## src/rtl/ahb_slave_if_p_if.sv

```systemverilog
// ahb_slave_if_p_if: AHB-side bus bundle for the bridge front end.
//   slave  modport: view taken by ahb_slave_if_p (decoder/pipeline/response)
//   master modport: view taken by the AHB master / APB controller side
// Signals: Hwrite, Hreadyin, Htrans, Haddr, Hwdata, Prdata, bridge_ready (to slave);
//          Haddr1/2, Hwdata1/2, Hwritereg/1, valid, tempselx, Hresp,
//          Hreadyout, Hrdata, err_cnt (from slave).
interface ahb_slave_if_p_if #(
  parameter int unsigned ADDR_W  = 32,
  parameter int unsigned DATA_W  = 32,
  parameter int unsigned NUM_SLV = 3,
  parameter int unsigned CNT_W   = 8
);
  logic              Hwrite;
  logic              Hreadyin;
  logic [1:0]        Htrans;
  logic [ADDR_W-1:0] Haddr;
  logic [DATA_W-1:0] Hwdata;
  logic [DATA_W-1:0] Prdata;
  logic              bridge_ready;

  logic [ADDR_W-1:0]  Haddr1;
  logic [ADDR_W-1:0]  Haddr2;
  logic [DATA_W-1:0]  Hwdata1;
  logic [DATA_W-1:0]  Hwdata2;
  logic               Hwritereg;
  logic               Hwritereg1;
  logic               valid;
  logic [NUM_SLV-1:0] tempselx;
  logic [1:0]         Hresp;
  logic               Hreadyout;
  logic [DATA_W-1:0]  Hrdata;
  logic [CNT_W-1:0]   err_cnt;

  modport slave (
    input  Hwrite, Hreadyin, Htrans, Haddr, Hwdata, Prdata, bridge_ready,
    output Haddr1, Haddr2, Hwdata1, Hwdata2, Hwritereg, Hwritereg1,
           valid, tempselx, Hresp, Hreadyout, Hrdata, err_cnt
  );

  modport master (
    output Hwrite, Hreadyin, Htrans, Haddr, Hwdata, Prdata, bridge_ready,
    input  Haddr1, Haddr2, Hwdata1, Hwdata2, Hwritereg, Hwritereg1,
           valid, tempselx, Hresp, Hreadyout, Hrdata, err_cnt
  );
endinterface

```

## src/rtl/ahb_slave_if_p.sv

```systemverilog
// ahb_slave_if_p: AHB front end of the AHB-to-APB bridge.
// Decodes Haddr into NUM_SLV one-hot selects, qualifies transfers, keeps
// two-stage address/data/write pipelines that hold on wait states, and
// answers unmapped accesses with a two-cycle ERROR response.
// Ports:
//   Hclk   - clock, all state on rising edge
//   Hreset - asynchronous active-high reset
//   bus    - ahb_slave_if_p_if.slave bundle (AHB inputs, APB read data,
//            pipeline stages, selects, response, error counter)
module ahb_slave_if_p #(
  parameter int unsigned       ADDR_W      = 32,
  parameter int unsigned       DATA_W      = 32,
  parameter int unsigned       NUM_SLV     = 3,
  parameter logic [ADDR_W-1:0] BASE_ADDR   = ADDR_W'(32'h8000_0000),
  parameter int unsigned       REGION_LOG2 = 26,
  parameter int unsigned       CNT_W       = 8
) (
  input logic               Hclk,
  input logic               Hreset,
  ahb_slave_if_p_if.slave   bus
);

  localparam int unsigned OFF_W = ADDR_W + 1;
  localparam int unsigned CHK_W = ADDR_W + 5;
  localparam logic [CHK_W-1:0] WIN_END =
    CHK_W'(BASE_ADDR) + (CHK_W'(NUM_SLV) << REGION_LOG2);
  localparam logic [CHK_W-1:0] ADDR_SPACE = CHK_W'(1) << ADDR_W;

  localparam logic [1:0] RESP_OKAY  = 2'b00;
  localparam logic [1:0] RESP_ERROR = 2'b01;

  // Reject parameter sets whose decode window overruns the address space.
  if (NUM_SLV < 1 || NUM_SLV > 8 || REGION_LOG2 > ADDR_W ||
      WIN_END > ADDR_SPACE) begin : g_param_err
    $error("ahb_slave_if_p: illegal NUM_SLV/BASE_ADDR/REGION_LOG2");
  end

  typedef enum logic [1:0] {
    ST_IDLE = 2'd0,
    ST_ERR1 = 2'd1,
    ST_ERR2 = 2'd2
  } state_t;

  state_t state_q, state_d;

  logic [OFF_W-1:0]   off_c;
  logic [OFF_W-1:0]   idx_c;
  logic               in_win_c;
  logic [NUM_SLV-1:0] sel_c;
  logic               active_c;
  logic               unmapped_c;
  logic [1:0]         hresp_c;
  logic               hreadyout_c;

  logic [ADDR_W-1:0]  haddr1_q, haddr2_q;
  logic [DATA_W-1:0]  hwdata1_q, hwdata2_q;
  logic               hwrite1_q, hwrite2_q;
  logic [CNT_W-1:0]   err_cnt_q, err_cnt_d;

  // Offset computed one bit wider so addresses below BASE_ADDR show up as a
  // borrow instead of wrapping into a region.
  assign off_c    = {1'b0, bus.Haddr} - {1'b0, BASE_ADDR};
  assign in_win_c = ~off_c[ADDR_W];
  assign idx_c    = off_c >> REGION_LOG2;

  // One-hot region select; indices beyond NUM_SLV-1 match no bit.
  always_comb begin
    sel_c = '0;
    for (int unsigned i = 0; i < NUM_SLV; i++) begin
      sel_c[i] = in_win_c && (idx_c == OFF_W'(i));
    end
  end

  assign active_c   = bus.Hreadyin & bus.Htrans[1];
  assign unmapped_c = active_c & ~(|sel_c) &
                      ((state_q == ST_IDLE) || (state_q == ST_ERR2));

  // Response FSM state register.
  always_ff @(posedge Hclk or posedge Hreset) begin
    if (Hreset) state_q <= ST_IDLE;
    else        state_q <= state_d;
  end

  // Response FSM next state and outputs.
  always_comb begin
    state_d     = state_q;
    hresp_c     = RESP_OKAY;
    hreadyout_c = bus.bridge_ready;
    case (state_q)
      ST_IDLE: begin
        if (unmapped_c) state_d = ST_ERR1;
      end
      ST_ERR1: begin
        hresp_c     = RESP_ERROR;
        hreadyout_c = 1'b0;
        state_d     = ST_ERR2;
      end
      ST_ERR2: begin
        hresp_c     = RESP_ERROR;
        hreadyout_c = 1'b1;
        state_d     = unmapped_c ? ST_ERR1 : ST_IDLE;
      end
      default: state_d = ST_IDLE;
    endcase
  end

  // Saturating error counter; unmapped_c is exactly the entry into ERR1.
  always_comb begin
    err_cnt_d = err_cnt_q;
    if (unmapped_c && (err_cnt_q != {CNT_W{1'b1}})) begin
      err_cnt_d = err_cnt_q + CNT_W'(1);
    end
  end

  always_ff @(posedge Hclk or posedge Hreset) begin
    if (Hreset) err_cnt_q <= '0;
    else        err_cnt_q <= err_cnt_d;
  end

  // Address/data/write pipelines advance only on Hreadyin-high cycles.
  always_ff @(posedge Hclk or posedge Hreset) begin
    if (Hreset) begin
      haddr1_q  <= '0;
      haddr2_q  <= '0;
      hwdata1_q <= '0;
      hwdata2_q <= '0;
      hwrite1_q <= 1'b0;
      hwrite2_q <= 1'b0;
    end else if (bus.Hreadyin) begin
      haddr1_q  <= bus.Haddr;
      haddr2_q  <= haddr1_q;
      hwdata1_q <= bus.Hwdata;
      hwdata2_q <= hwdata1_q;
      hwrite1_q <= bus.Hwrite;
      hwrite2_q <= hwrite1_q;
    end
  end

  assign bus.Haddr1     = haddr1_q;
  assign bus.Haddr2     = haddr2_q;
  assign bus.Hwdata1    = hwdata1_q;
  assign bus.Hwdata2    = hwdata2_q;
  assign bus.Hwritereg  = hwrite1_q;
  assign bus.Hwritereg1 = hwrite2_q;
  assign bus.valid      = active_c & (|sel_c);
  assign bus.tempselx   = sel_c;
  assign bus.Hresp      = hresp_c;
  assign bus.Hreadyout  = hreadyout_c;
  assign bus.Hrdata     = bus.Prdata;
  assign bus.err_cnt    = err_cnt_q;

endmodule

```

## src/flat_wrapper.sv

```systemverilog
// flat-port wrapper written by rule: the top's interface ports become plain ports
module ahb_slave_if_p_flat 
#(
  parameter int unsigned       ADDR_W      = 32,
  parameter int unsigned       DATA_W      = 32,
  parameter int unsigned       NUM_SLV     = 3,
  parameter logic [ADDR_W-1:0] BASE_ADDR   = ADDR_W'(32'h8000_0000),
  parameter int unsigned       REGION_LOG2 = 26,
  parameter int unsigned       CNT_W       = 8
)
  (Hclk, Hreset, bus_Hwrite, bus_Hreadyin, bus_Htrans, bus_Haddr, bus_Hwdata, bus_Prdata, bus_bridge_ready, bus_Haddr1, bus_Haddr2, bus_Hwdata1, bus_Hwdata2, bus_Hwritereg, bus_Hwritereg1, bus_valid, bus_tempselx, bus_Hresp, bus_Hreadyout, bus_Hrdata, bus_err_cnt);
  ahb_slave_if_p_if #(.ADDR_W(ADDR_W), .DATA_W(DATA_W), .NUM_SLV(NUM_SLV), .CNT_W(CNT_W)) bus_i ();
  input logic Hclk;
  input logic Hreset;
  input wire logic [$bits(bus_i.Hwrite)-1:0] bus_Hwrite;
  input wire logic [$bits(bus_i.Hreadyin)-1:0] bus_Hreadyin;
  input wire logic [$bits(bus_i.Htrans)-1:0] bus_Htrans;
  input wire logic [$bits(bus_i.Haddr)-1:0] bus_Haddr;
  input wire logic [$bits(bus_i.Hwdata)-1:0] bus_Hwdata;
  input wire logic [$bits(bus_i.Prdata)-1:0] bus_Prdata;
  input wire logic [$bits(bus_i.bridge_ready)-1:0] bus_bridge_ready;
  output wire logic [$bits(bus_i.Haddr1)-1:0] bus_Haddr1;
  output wire logic [$bits(bus_i.Haddr2)-1:0] bus_Haddr2;
  output wire logic [$bits(bus_i.Hwdata1)-1:0] bus_Hwdata1;
  output wire logic [$bits(bus_i.Hwdata2)-1:0] bus_Hwdata2;
  output wire logic [$bits(bus_i.Hwritereg)-1:0] bus_Hwritereg;
  output wire logic [$bits(bus_i.Hwritereg1)-1:0] bus_Hwritereg1;
  output wire logic [$bits(bus_i.valid)-1:0] bus_valid;
  output wire logic [$bits(bus_i.tempselx)-1:0] bus_tempselx;
  output wire logic [$bits(bus_i.Hresp)-1:0] bus_Hresp;
  output wire logic [$bits(bus_i.Hreadyout)-1:0] bus_Hreadyout;
  output wire logic [$bits(bus_i.Hrdata)-1:0] bus_Hrdata;
  output wire logic [$bits(bus_i.err_cnt)-1:0] bus_err_cnt;
  assign bus_i.Hwrite = bus_Hwrite;
  assign bus_i.Hreadyin = bus_Hreadyin;
  assign bus_i.Htrans = bus_Htrans;
  assign bus_i.Haddr = bus_Haddr;
  assign bus_i.Hwdata = bus_Hwdata;
  assign bus_i.Prdata = bus_Prdata;
  assign bus_i.bridge_ready = bus_bridge_ready;
  assign bus_Haddr1 = bus_i.Haddr1;
  assign bus_Haddr2 = bus_i.Haddr2;
  assign bus_Hwdata1 = bus_i.Hwdata1;
  assign bus_Hwdata2 = bus_i.Hwdata2;
  assign bus_Hwritereg = bus_i.Hwritereg;
  assign bus_Hwritereg1 = bus_i.Hwritereg1;
  assign bus_valid = bus_i.valid;
  assign bus_tempselx = bus_i.tempselx;
  assign bus_Hresp = bus_i.Hresp;
  assign bus_Hreadyout = bus_i.Hreadyout;
  assign bus_Hrdata = bus_i.Hrdata;
  assign bus_err_cnt = bus_i.err_cnt;
  ahb_slave_if_p #(.ADDR_W(ADDR_W), .DATA_W(DATA_W), .NUM_SLV(NUM_SLV), .BASE_ADDR(BASE_ADDR), .REGION_LOG2(REGION_LOG2), .CNT_W(CNT_W)) u_core (.Hclk(Hclk), .Hreset(Hreset), .bus(bus_i));
endmodule
```

## config.mk

```make
export PLATFORM = sky130hd
export DESIGN_NAME = ahb_slave_if_p_flat
export DESIGN_NICKNAME = d
export VERILOG_FILES = /design/src/rtl/ahb_slave_if_p_if.sv /design/src/rtl/ahb_slave_if_p.sv /design/src/flat_wrapper.sv
export SDC_FILE = /design/constraint.sdc
export NUM_CORES = 1
export LEC_CHECK = 0
export CORE_MARGIN = 8
export CORE_UTILIZATION = 44
export CTS_CLUSTER_DIAMETER = 120
export CTS_CLUSTER_SIZE = 40
export DETAILED_ROUTE_END_ITERATION = 8
export PLACE_DENSITY = 0.95
export SLEW_MARGIN = 20
export SYNTH_ARGS = -nofsm -noshare
export SYNTH_HDL_FRONTEND = slang
export SYNTH_SLANG_ARGS = --single-unit
```

## constraint.sdc

```tcl
create_clock -name Hclk -period 7.05 [get_ports Hclk]
set_clock_uncertainty 0.05 [all_clocks]
set_input_delay 1.41 -clock Hclk [delete_from_list [all_inputs] [get_ports Hclk]]
set_output_delay 1.41 -clock Hclk [all_outputs]
set_load 0.02 [all_outputs]
```

==> impl_metrics.ini <==
[clock_network]
cts-root-buf = clkbuf_16
clock_sinks = 140
cts_tree = done
holdBufCountCts = 0
numCtsBuffers = 17
cts_setup_buffers = 0
clkTransAtPathRegs_ps = 60
cts-htree-levels = 4
clock_latency_ps = 410
ctsLongestPathBuffers = 2
cts_resized = 0

[layout]
n_antenna_cell = 0
multi_input_area_mm2 = 0.001821
ff_latch_area_mm2 = 0.003503
syn2layout_area_growth_pct = 47.58
final_net_count = 659
drive_gt1_share_pct = 30.85
post-route-util_pct = 66.24
final_area_mm2 = 0.008359
fill_cells = 899

[power_and_ir_drop]
power_leakage_nw = 3.486
peakVddDrop_mv = 0.1826
power_density_mw_per_mm2 = 312.8

[global_routing]
grt.overflow.total = 0
grt_max_degree = 73
grt_use_total_pct = 17.43
grt_pass1_wl_um = 22220
antenna_found_initial = 0
grt_pass1_vias = 4065

[route]
postRouteWirelength_um = 14340
first_pass_iters = 4
antenna_left = 0
first_iter_violations = 127
num_vias = 3576
drt-vias-per-instance = 4.859
drcViolationCount = 0
wl_per_cell_um = 19.49

[placement]
placed_area_mm2 = 0.007704
gp_congestion = 0.7367
numPortBuffers = 213
place_hpwl_um = 10590

[synthesis]
syn_area_per_cell_um2 = 15.48
synthDistinctLibCells = 30
synthFlopType = dfrtp_1
yosysSeqAreaShare_pct = 61.85
ys_warn_count = 0
synth.net_count = 474
synth-edff-count = 0
synth_cells = 366
synth_seq_cells = 140
synth_area_mm2 = 0.005664
async_flop_share_pct = 100.0

[worst_setup_path]
start_kind = input port
endpoint_kind = primary output
cp.arrival_ps = 3350
critPathMaxFanout = 5
cp_data_required_time_ps = 5590
path_class = input port to primary output

[floorplan]
io_pins = 280
rows = 41
coreArea_mm2 = 0.01262
fp.dieH_um = 129.5
die-area_mm2 = 0.01676
die_x_um = 129.5
initial_core_util_pct = 44.88

[status]
outcome = completed

[timing]
setup_tns_ps = 0
finalSetupViolations = 0
maxSlewViolCount = 0
holdWs_ps = 453.2
layout_min_cycle_time_ps = 4814
worst_pin_slew_ps = 896.6
final-hold-violation-count = 0
rsz0062_at_grt = no
fmax_ghz = 0.2077
slew_headroom_pct = 40.23
post-route-period-util_pct = 68.29

[job]
maxCapViolations = 0

[hold_path]
hold_path.class = register to register
## cell type report
class	count	area share, %
Sequential cell	140	41.91
Timing Repair Buffer	215	25.65
Multi-Input combinational cell	173	21.78
Clock buffer	23	5.957
Tap cell	172	2.574
Clock inverter	9	1.886
Inverter	4	0.2395
## critical path: stages
cell	delay, ps
clkdlybuf4s50_1	420
or4b_4	620
nor3_1	250
clkdlybuf4s50_1	650
## cells in the mapped netlist (all sizes together), types with 2 or more instances
cell | instances | share of area (%)
nor3 | 5 | 0.53
nand3 | 5 | 0.44
mux2 | 134 | 27
nor4 | 2 | 0.22
ha | 5 | 1.1
clkbuf | 4 | 0.26
nor3b | 2 | 0.26
nand2 | 3 | 0.24
buf | 45 | 5.5
inv | 4 | 0.26
dfrtp | 140 | 62
o21ai | 2 | 0.38
xor2 | 5 | 0.77
## report_power, final
part | internal [mW] | leakage [nW] | switching (mW)
combinational | 0.341 | 1.52 | 0.304
clock | 0.640 | 0.316 | 0.329
sequential | 0.916 | 1.65 | 0.0849
## cell families (layout without fill, tap and decap cells)
logic type | count (synthesis) | after routing | synth area share [%]
AO/OA/AOI/OAI | 3 | 3 | 0.5522
XOR/XNOR | 6 | 6 | 0.9278
AND/OR/NAND/NOR | 24 | 24 | 2.651
adder cells (fa/ha/maj) | 5 | 5 | 1.104
buffers and inverters | 53 | 251 | 6.008
multiplexers | 134 | 134 | 26.84
flip-flops | 140 | 140 | 61.85
other | 1 | 1 | 0.06621
## flip-flops by register name, summed over array words and instances (netlist names)
signal and cells:
u_core.bus.Haddr1 32, u_core.bus.Haddr2 32, u_core.bus.Hwdata1 32, u_core.bus.Hwdata2 32
u_core.bus.Hwritereg 1, u_core.bus.Hwritereg1 1, u_core.bus.err_cnt 8, u_core.state_q 2
## cells in the final DEF (no fill, tap or decap), drive strengths merged
cell type      synthesis  routed
clkbuf                 4      23
mux2                 134     134
clkinv                 0       3
xor2                   5       5
dfrtp                140     140
nor2                   1       1
nand2b                 1       1
o21ai                  2       2
buf                   45       3
conb                   1       1
xnor2                  1       1
o211a                  1       1
nor3b                  2       2
or4b                   1       1
bufinv                 0       4
or2                    1       1
clkinvlp               0       2
and2                   1       1
inv                    4       4
nor4b                  1       1
nand4                  1       1
nor4                   2       2
ha                     5       5
nor3                   5       5
nand2                  3       3
clkdlybuf4s50          0     212
nand3                  5       5
## routing by layer
metal	track usage, %	up-vias	routed length [µm]
met2	28.55	184	6950
li1	-	1611	-
met5	0	-	0
met1	17.65	1733	5222
met4	10.79	0	534
met3	8.505	48	1635
## path summary, 6_finish.rpt
check                      slack [ps]                  start  cells past startpoint                      to
max                              2240          bus_Haddr[28]                      4               bus_valid
min                               450  u_core.bus.Haddr2[30]                      1   u_core.bus.Haddr2[30]
max reg2reg                      5240      u_core.state_q[0]                      6   u_core.bus.err_cnt[1]
min reg2reg                       450  u_core.bus.Haddr2[30]                      1   u_core.bus.Haddr2[30]
max in group asynchronous        4160                 Hreset                      3  u_core.bus.Hwdata2[19]
min in group asynchronous        1420                 Hreset                      2       u_core.state_q[1]
## stage by stage
stage | instances | power [mW] | worst slack [ps]
2_1_floorplan | 366 | 1.351 | 1837
3_3_place_gp | 704 | 1.635 | 2247
3_5_place_dp | 704 | 1.667 | 2257
4_1_cts | 736 | 2.650 | 2240
5_1_grt | 736 | 2.723 | 2176
6_report | 736 | 2.615 | 2236
Note: power is estimated with default switching activity, not from simulation.
